$ cat config.mk
export PLATFORM = sky130hd
export DESIGN_NAME = pipe_hazard_ctrl
export DESIGN_NICKNAME = d
export VERILOG_FILES = /design/src/rtl/pipe_hazard_ctrl.sv
export SDC_FILE = /design/constraint.sdc
export NUM_CORES = 1
export LEC_CHECK = 0
export BUFFER_PORTS_ARGS = -buffer_cell sky130_fd_sc_hd__buf_2
export CORE_UTILIZATION = 52
export DETAILED_ROUTE_END_ITERATION = 8
export GPL_ROUTABILITY_DRIVEN = 0
export GPL_TIMING_DRIVEN = 0
export PLACE_DENSITY = 0.84
export REMOVE_ABC_BUFFERS = 1
export SLEW_MARGIN = 20
export SYNTH_ARGS = -nofsm -noshare
export SYNTH_HDL_FRONTEND = slang
export SYNTH_SLANG_ARGS = --single-unit
$ cat constraint.sdc
create_clock -name clk -period 2.6 [get_ports clk]
set_input_delay 0.52 -clock clk [delete_from_list [all_inputs] [get_ports clk]]
set_output_delay 0.52 -clock clk [all_outputs]
set_load 0.02 [all_outputs]
$ cat src/rtl/pipe_hazard_ctrl.sv
// Data-hazard control for an in-order pipeline: tracks in-flight destinations
// behind ID and produces stall/flush/forward-select decisions plus a stall counter.
module pipe_hazard_ctrl #(
   parameter int  RBITS      = 5,
   parameter int  DEPTH      = 3,
   parameter int  LOAD_STAGE = 1,
   parameter int  FWD_EN     = 1,
   localparam int FW         = $clog2(DEPTH + 1)
) (
   input  logic             clk,
   input  logic             rst_n,
   input  logic             id_valid,
   input  logic [RBITS-1:0] id_rs,
   input  logic [RBITS-1:0] id_rt,
   input  logic             id_use_rs,
   input  logic             id_use_rt,
   input  logic [RBITS-1:0] id_rd,
   input  logic             id_regwr,
   input  logic             id_is_load,
   input  logic             branch_taken,
   output logic             stall,
   output logic             flush,
   output logic [FW-1:0]    fwd_a,
   output logic [FW-1:0]    fwd_b,
   output logic [15:0]      stall_cnt
);

   // Scoreboard: index 0 is EX, higher index is older.
   logic [DEPTH-1:0]            ent_v_q;
   logic [DEPTH-1:0]            ent_ld_q;
   logic [DEPTH-1:0][RBITS-1:0] ent_rd_q;
   logic                        ent0_v_d;
   logic [15:0]                 stall_cnt_q;
   logic [15:0]                 stall_cnt_d;

   logic          hit_a_s, early_a_s, haz_a_s;
   logic          hit_b_s, early_b_s, haz_b_s;
   logic [FW-1:0] code_a_s, code_b_s;

   // Returns {hit, load-not-yet-forwardable, forward code} for the youngest matching entry.
   function automatic logic [FW+1:0] lookup(
      input logic                        use_src,
      input logic [RBITS-1:0]            src,
      input logic [DEPTH-1:0]            v,
      input logic [DEPTH-1:0]            ld,
      input logic [DEPTH-1:0][RBITS-1:0] rd
   );
      logic          hit;
      logic          early;
      logic [FW-1:0] code;
      hit   = 1'b0;
      early = 1'b0;
      code  = '0;
      for (int i = DEPTH - 1; i >= 0; i--) begin
         if (use_src && (src != '0) && v[i] && (rd[i] == src)) begin
            hit   = 1'b1;
            early = ld[i] && (i < LOAD_STAGE);
            code  = FW'(i + 1);
         end else begin
            hit   = hit;
         end
      end
      return {hit, early, code};
   endfunction

   // Hazard detection, forward selection and next-state for the scoreboard head and counter.
   always_comb begin
      {hit_a_s, early_a_s, code_a_s} = lookup(id_use_rs, id_rs, ent_v_q, ent_ld_q, ent_rd_q);
      {hit_b_s, early_b_s, code_b_s} = lookup(id_use_rt, id_rt, ent_v_q, ent_ld_q, ent_rd_q);
      haz_a_s = 1'b0;
      haz_b_s = 1'b0;
      fwd_a   = '0;
      fwd_b   = '0;
      if (FWD_EN != 0) begin
         haz_a_s = early_a_s;
         haz_b_s = early_b_s;
         fwd_a   = (rst_n && !haz_a_s) ? code_a_s : '0;
         fwd_b   = (rst_n && !haz_b_s) ? code_b_s : '0;
      end else begin
         haz_a_s = hit_a_s;
         haz_b_s = hit_b_s;
      end
      flush    = branch_taken;
      stall    = rst_n & id_valid & ~branch_taken & (haz_a_s | haz_b_s);
      ent0_v_d = id_valid & id_regwr & (id_rd != '0) & ~stall & ~branch_taken;
      if (stall && (stall_cnt_q != 16'hFFFF)) begin
         stall_cnt_d = stall_cnt_q + 16'd1;
      end else begin
         stall_cnt_d = stall_cnt_q;
      end
   end

   // Scoreboard shift and stall counter, on the pipeline's falling edge.
   always_ff @(negedge clk or negedge rst_n) begin
      if (!rst_n) begin
         ent_v_q     <= '0;
         ent_ld_q    <= '0;
         ent_rd_q    <= '0;
         stall_cnt_q <= 16'd0;
      end else begin
         ent_v_q     <= {ent_v_q[DEPTH-2:0], ent0_v_d};
         ent_ld_q    <= {ent_ld_q[DEPTH-2:0], id_is_load};
         ent_rd_q    <= {ent_rd_q[DEPTH-2:0], id_rd};
         stall_cnt_q <= stall_cnt_d;
      end
   end

   assign stall_cnt = stall_cnt_q;

endmodule

Word-level counts from Yosys, hierarchy flattened

Index checks and enable logic that the tools add are counted.

Logic and storage cells: 56
Flip-flop bits (word level): 35
Input port bits: 23
Output and inout port bits: 22

Bitwise gates (word level): 10
Muxes and demuxes: 10
Reductions and logical operators: 22
Add/subtract/negate cells: 1
Eq/ne operators: 7

Operators with widths:

| operator                                      | number |
|---|---|
| equality test 5 bit                           | 6 |
| logical AND 1 bit                             | 17 |
| adder 16 x 1 -> 16 bit, second input constant | 1 |
| two-way mux 2 bit                             | 8 |
| inequality test 16 bit, second input constant | 1 |
| nonzero test 5 bit                            | 3 |
| bitwise AND 1 bit                             | 7 |
| logical NOT 1 bit                             | 2 |
| two-way mux 1 bit                             | 2 |
| inverter 1 bit                                | 2 |
| bitwise OR 1 bit                              | 1 |

Longest topological paths before layout

Depth after elaboration: 10
Gate-level depth with buffers: 7
Gate-level depth less buffers: 6

==> flow_summary.ini <==
[critical_path]
cp_slowest_cell = dfrtn_1
critPathRequiredTime_ns = 2.08
cp-end-kind = primary output
crit_arrival_ns = 3.37
cp.buffers_inverters = 1
crit_fanout = 2
critPathKind = flip-flop to primary output
critical-path-top-delay-family = simple AND/OR/NAND/NOR gates
rrSetupSlack_ns = -0.09
critPathMaxStageDelay_ns = 0.46
cp-start-kind = flip-flop
crit_chain = xor2_1, nor4_1, nand3_1, nor2_1, o21ai_1, o22ai_2, buf_6

[global_routing]
grt_pass1_vias = 1647
grt_pass1_wl_mm = 8.24
antenna_found_initial = 0
grt_max_degree = 41
overflow = 0
track_usage_pct = 32.8

[layout]
drive_gt1_share_pct = 52.7
final_cell_mix = dfrtn_1, buf_4, buf_6, xor2_1, xnor2_1
seqCellArea_um2 = 876
fillCellCount = 114
diodes = 0
multi_input_area_mm2 = 0.00106
nets = 264
synthToLayoutAreaGrowth_pct = 64.0
final_area_mm2 = 0.00285

[clocking]
htree_num_levels = 2
ctsLongestPathBuffers = 2
clock-root-buffer = clkbuf_4
worstSkewPairLatency_ns = 0.33
cts.reportedPaths.clkPinSlew_ns = 0.08
cts_tree = done
cts_made_buffers = 5
cts_sinks = 35

[routing]
wl_per_cell_um = 24.0
viasPerCell = 6.13
postRouteAntennaNets = 0
drc = 0
wl_mm = 6.83
dr.pass1.iters = 4
vias = 1747
drtIter0Drc = 98

[synthesis]
yosysSeqAreaShare_pct = 50.5
synth_seq_cells = 35
ys_types = 33
postSynthAreaPerCell_um2 = 11.7
synthesis.instances = 148
synth_edf_count = 0
synthFlopType = dfrtn_1
syn_area_mm2 = 0.00174
yosysWarnings = 0
async_reset_ff_share_pct = 100

[power]
powerDensity_mw_per_mm2 = 381
power.leakage_nw = 1.34
power_w = 0.00108
ir_drop_mv = 0.412

[floorplanning]
core_mm2 = 0.00310
die_x_um = 59.8
dieArea_mm2 = 0.00357
rows = 20
fp.dieH_um = 59.8
pin_count = 45
initial_core_util_pct = 55.9

[timing]
hold_viol_final = 0
clock_skew_ns = 0.00714
setup_slack_ns = -1.29
worst_pin_slew_ns = 0.511
slew_headroom_pct = 66.0
setup_viol_count_final = 38
final_max_slew_viol_count = 0
rsz0062_at_grt = true

[place]
hpwl_mm = 2.72
numPortBuffers = 44
detailed_place.area_mm2 = 0.00199

[status]
status = finished, violations left
failed_checks = setup timing

[worst_hold_path]
hp-class = flip-flop to flip-flop

[flow_run]
maxCapViolations = 0
## logic make-up (layout without fill, tap and decap cells)
family          after synthesis  in the layout  synth area share, %
compound gates                9              9                 4.25
xor+xnor                     45             45                 22.7
fa+ha+maj                     1              1                0.721
buf+inv                       3             96                 1.30
flops                        35             35                 50.5
mux                           1              1                0.649
simple gates                 54             54                 19.9
## through the flow
step,util [%],hold WS (ns),instances,setup slack [ns],TNS (ns)
2_1_floorplan,-,0.333,146,-0.940,-16.55
3_3_place_gp,64.2,0.341,234,-1.64,-27.18
3_5_place_dp,64.2,0.349,234,-1.65,-27.71
4_1_cts,80.4,0.351,269,-1.15,-19.67
5_1_grt,91.7,0.402,285,-1.40,-27.25
6_report,91.7,0.392,285,-1.29,-24.99
## final timing paths
path,startpoint,endpoint,depth (start not counted)
min in group asynchronous,rst_n,stall_cnt[3]$_DFFE_NN0P_,1
max reg2reg,ent_rd_q[3]$_DFF_NN0_,stall_cnt[9]$_DFFE_NN0P_,11
max in group asynchronous,rst_n,ent_rd_q[6]$_DFF_NN0_,1
min,ent_rd_q[6]$_DFF_NN0_,ent_rd_q[11]$_DFF_NN0_,0
min reg2reg,ent_rd_q[6]$_DFF_NN0_,ent_rd_q[11]$_DFF_NN0_,0
max,ent_rd_q[10]$_DFF_NN0_,fwd_b[0],7
## metal layers
metal | track usage [%] | vias up | wire (um)
met5 | 0 | - | 0
met4 | 13.3 | 0 | 359
met3 | 8.01 | 36 | 470
met2 | 56.5 | 117 | 3500
met1 | 39.2 | 876 | 2500
li1 | - | 718 | -
## synthesized netlist by cell type (2+ instances only)
cell type  instances  area share (%)
nor3_1             2            0.58
o21ai_2            2             1.0
and4_1             5             2.5
xor2_1            25              13
nor2_1             5             1.1
xnor2_1           20              10
nand3_1           10             2.9
nor4_1             6             2.2
or4_1              3             1.3
and3_1             3             1.1
dfrtn_1           35              50
nand2_1            5             1.1
nand4_1            7             2.5
## final cells by class
cell class	instances	area share, %
multi-input cells	110	37.2
flip-flops and latches	35	30.8
repair buffers	87	27.6
clock buffers	8	2.42
well taps	44	1.93
inverters	1	0.132
## worst register-to-register path: stages, from the launching register on
cell and delay (ns):
dfrtn_1 0.53, xor2_2 0.11, nor4_2 0.33, nand4b_1 0.23, buf_4 0.22, buf_6 0.11
buf_6 0.10, buf_6 0.10, a211oi_4 0.23, buf_6 0.19, nand4_1 0.16, xnor2_1 0.21
## flip-flops by register name (all words and copies together), names as in the netlist
register   count
stall_cnt     16
ent_rd_q      15
ent_v_q        3
ent_ld_q       1
## report_power, final
part / switching, W / leakage, nW / internal, W
Combinational: 0.0000836 / 0.853 / 0.0000679
Sequential: 0.0000198 / 0.450 / 0.000563
Clock: 0.000191 / 0.0386 / 0.000159
Total: 0.000295 / 1.34 / 0.000790
## repair_timing
action                                  4_1_cts  5_1_grt
gates cloned                                  1        0
endpoints found under the setup margin       38       38
pin swaps                                    13       19
hold endpoints to repair                      0        0
hold buffers                                  0        0
resized for setup                            56       56
buffers inserted                             26       19
No activity file was read; power rests on OpenSTA's default activity.
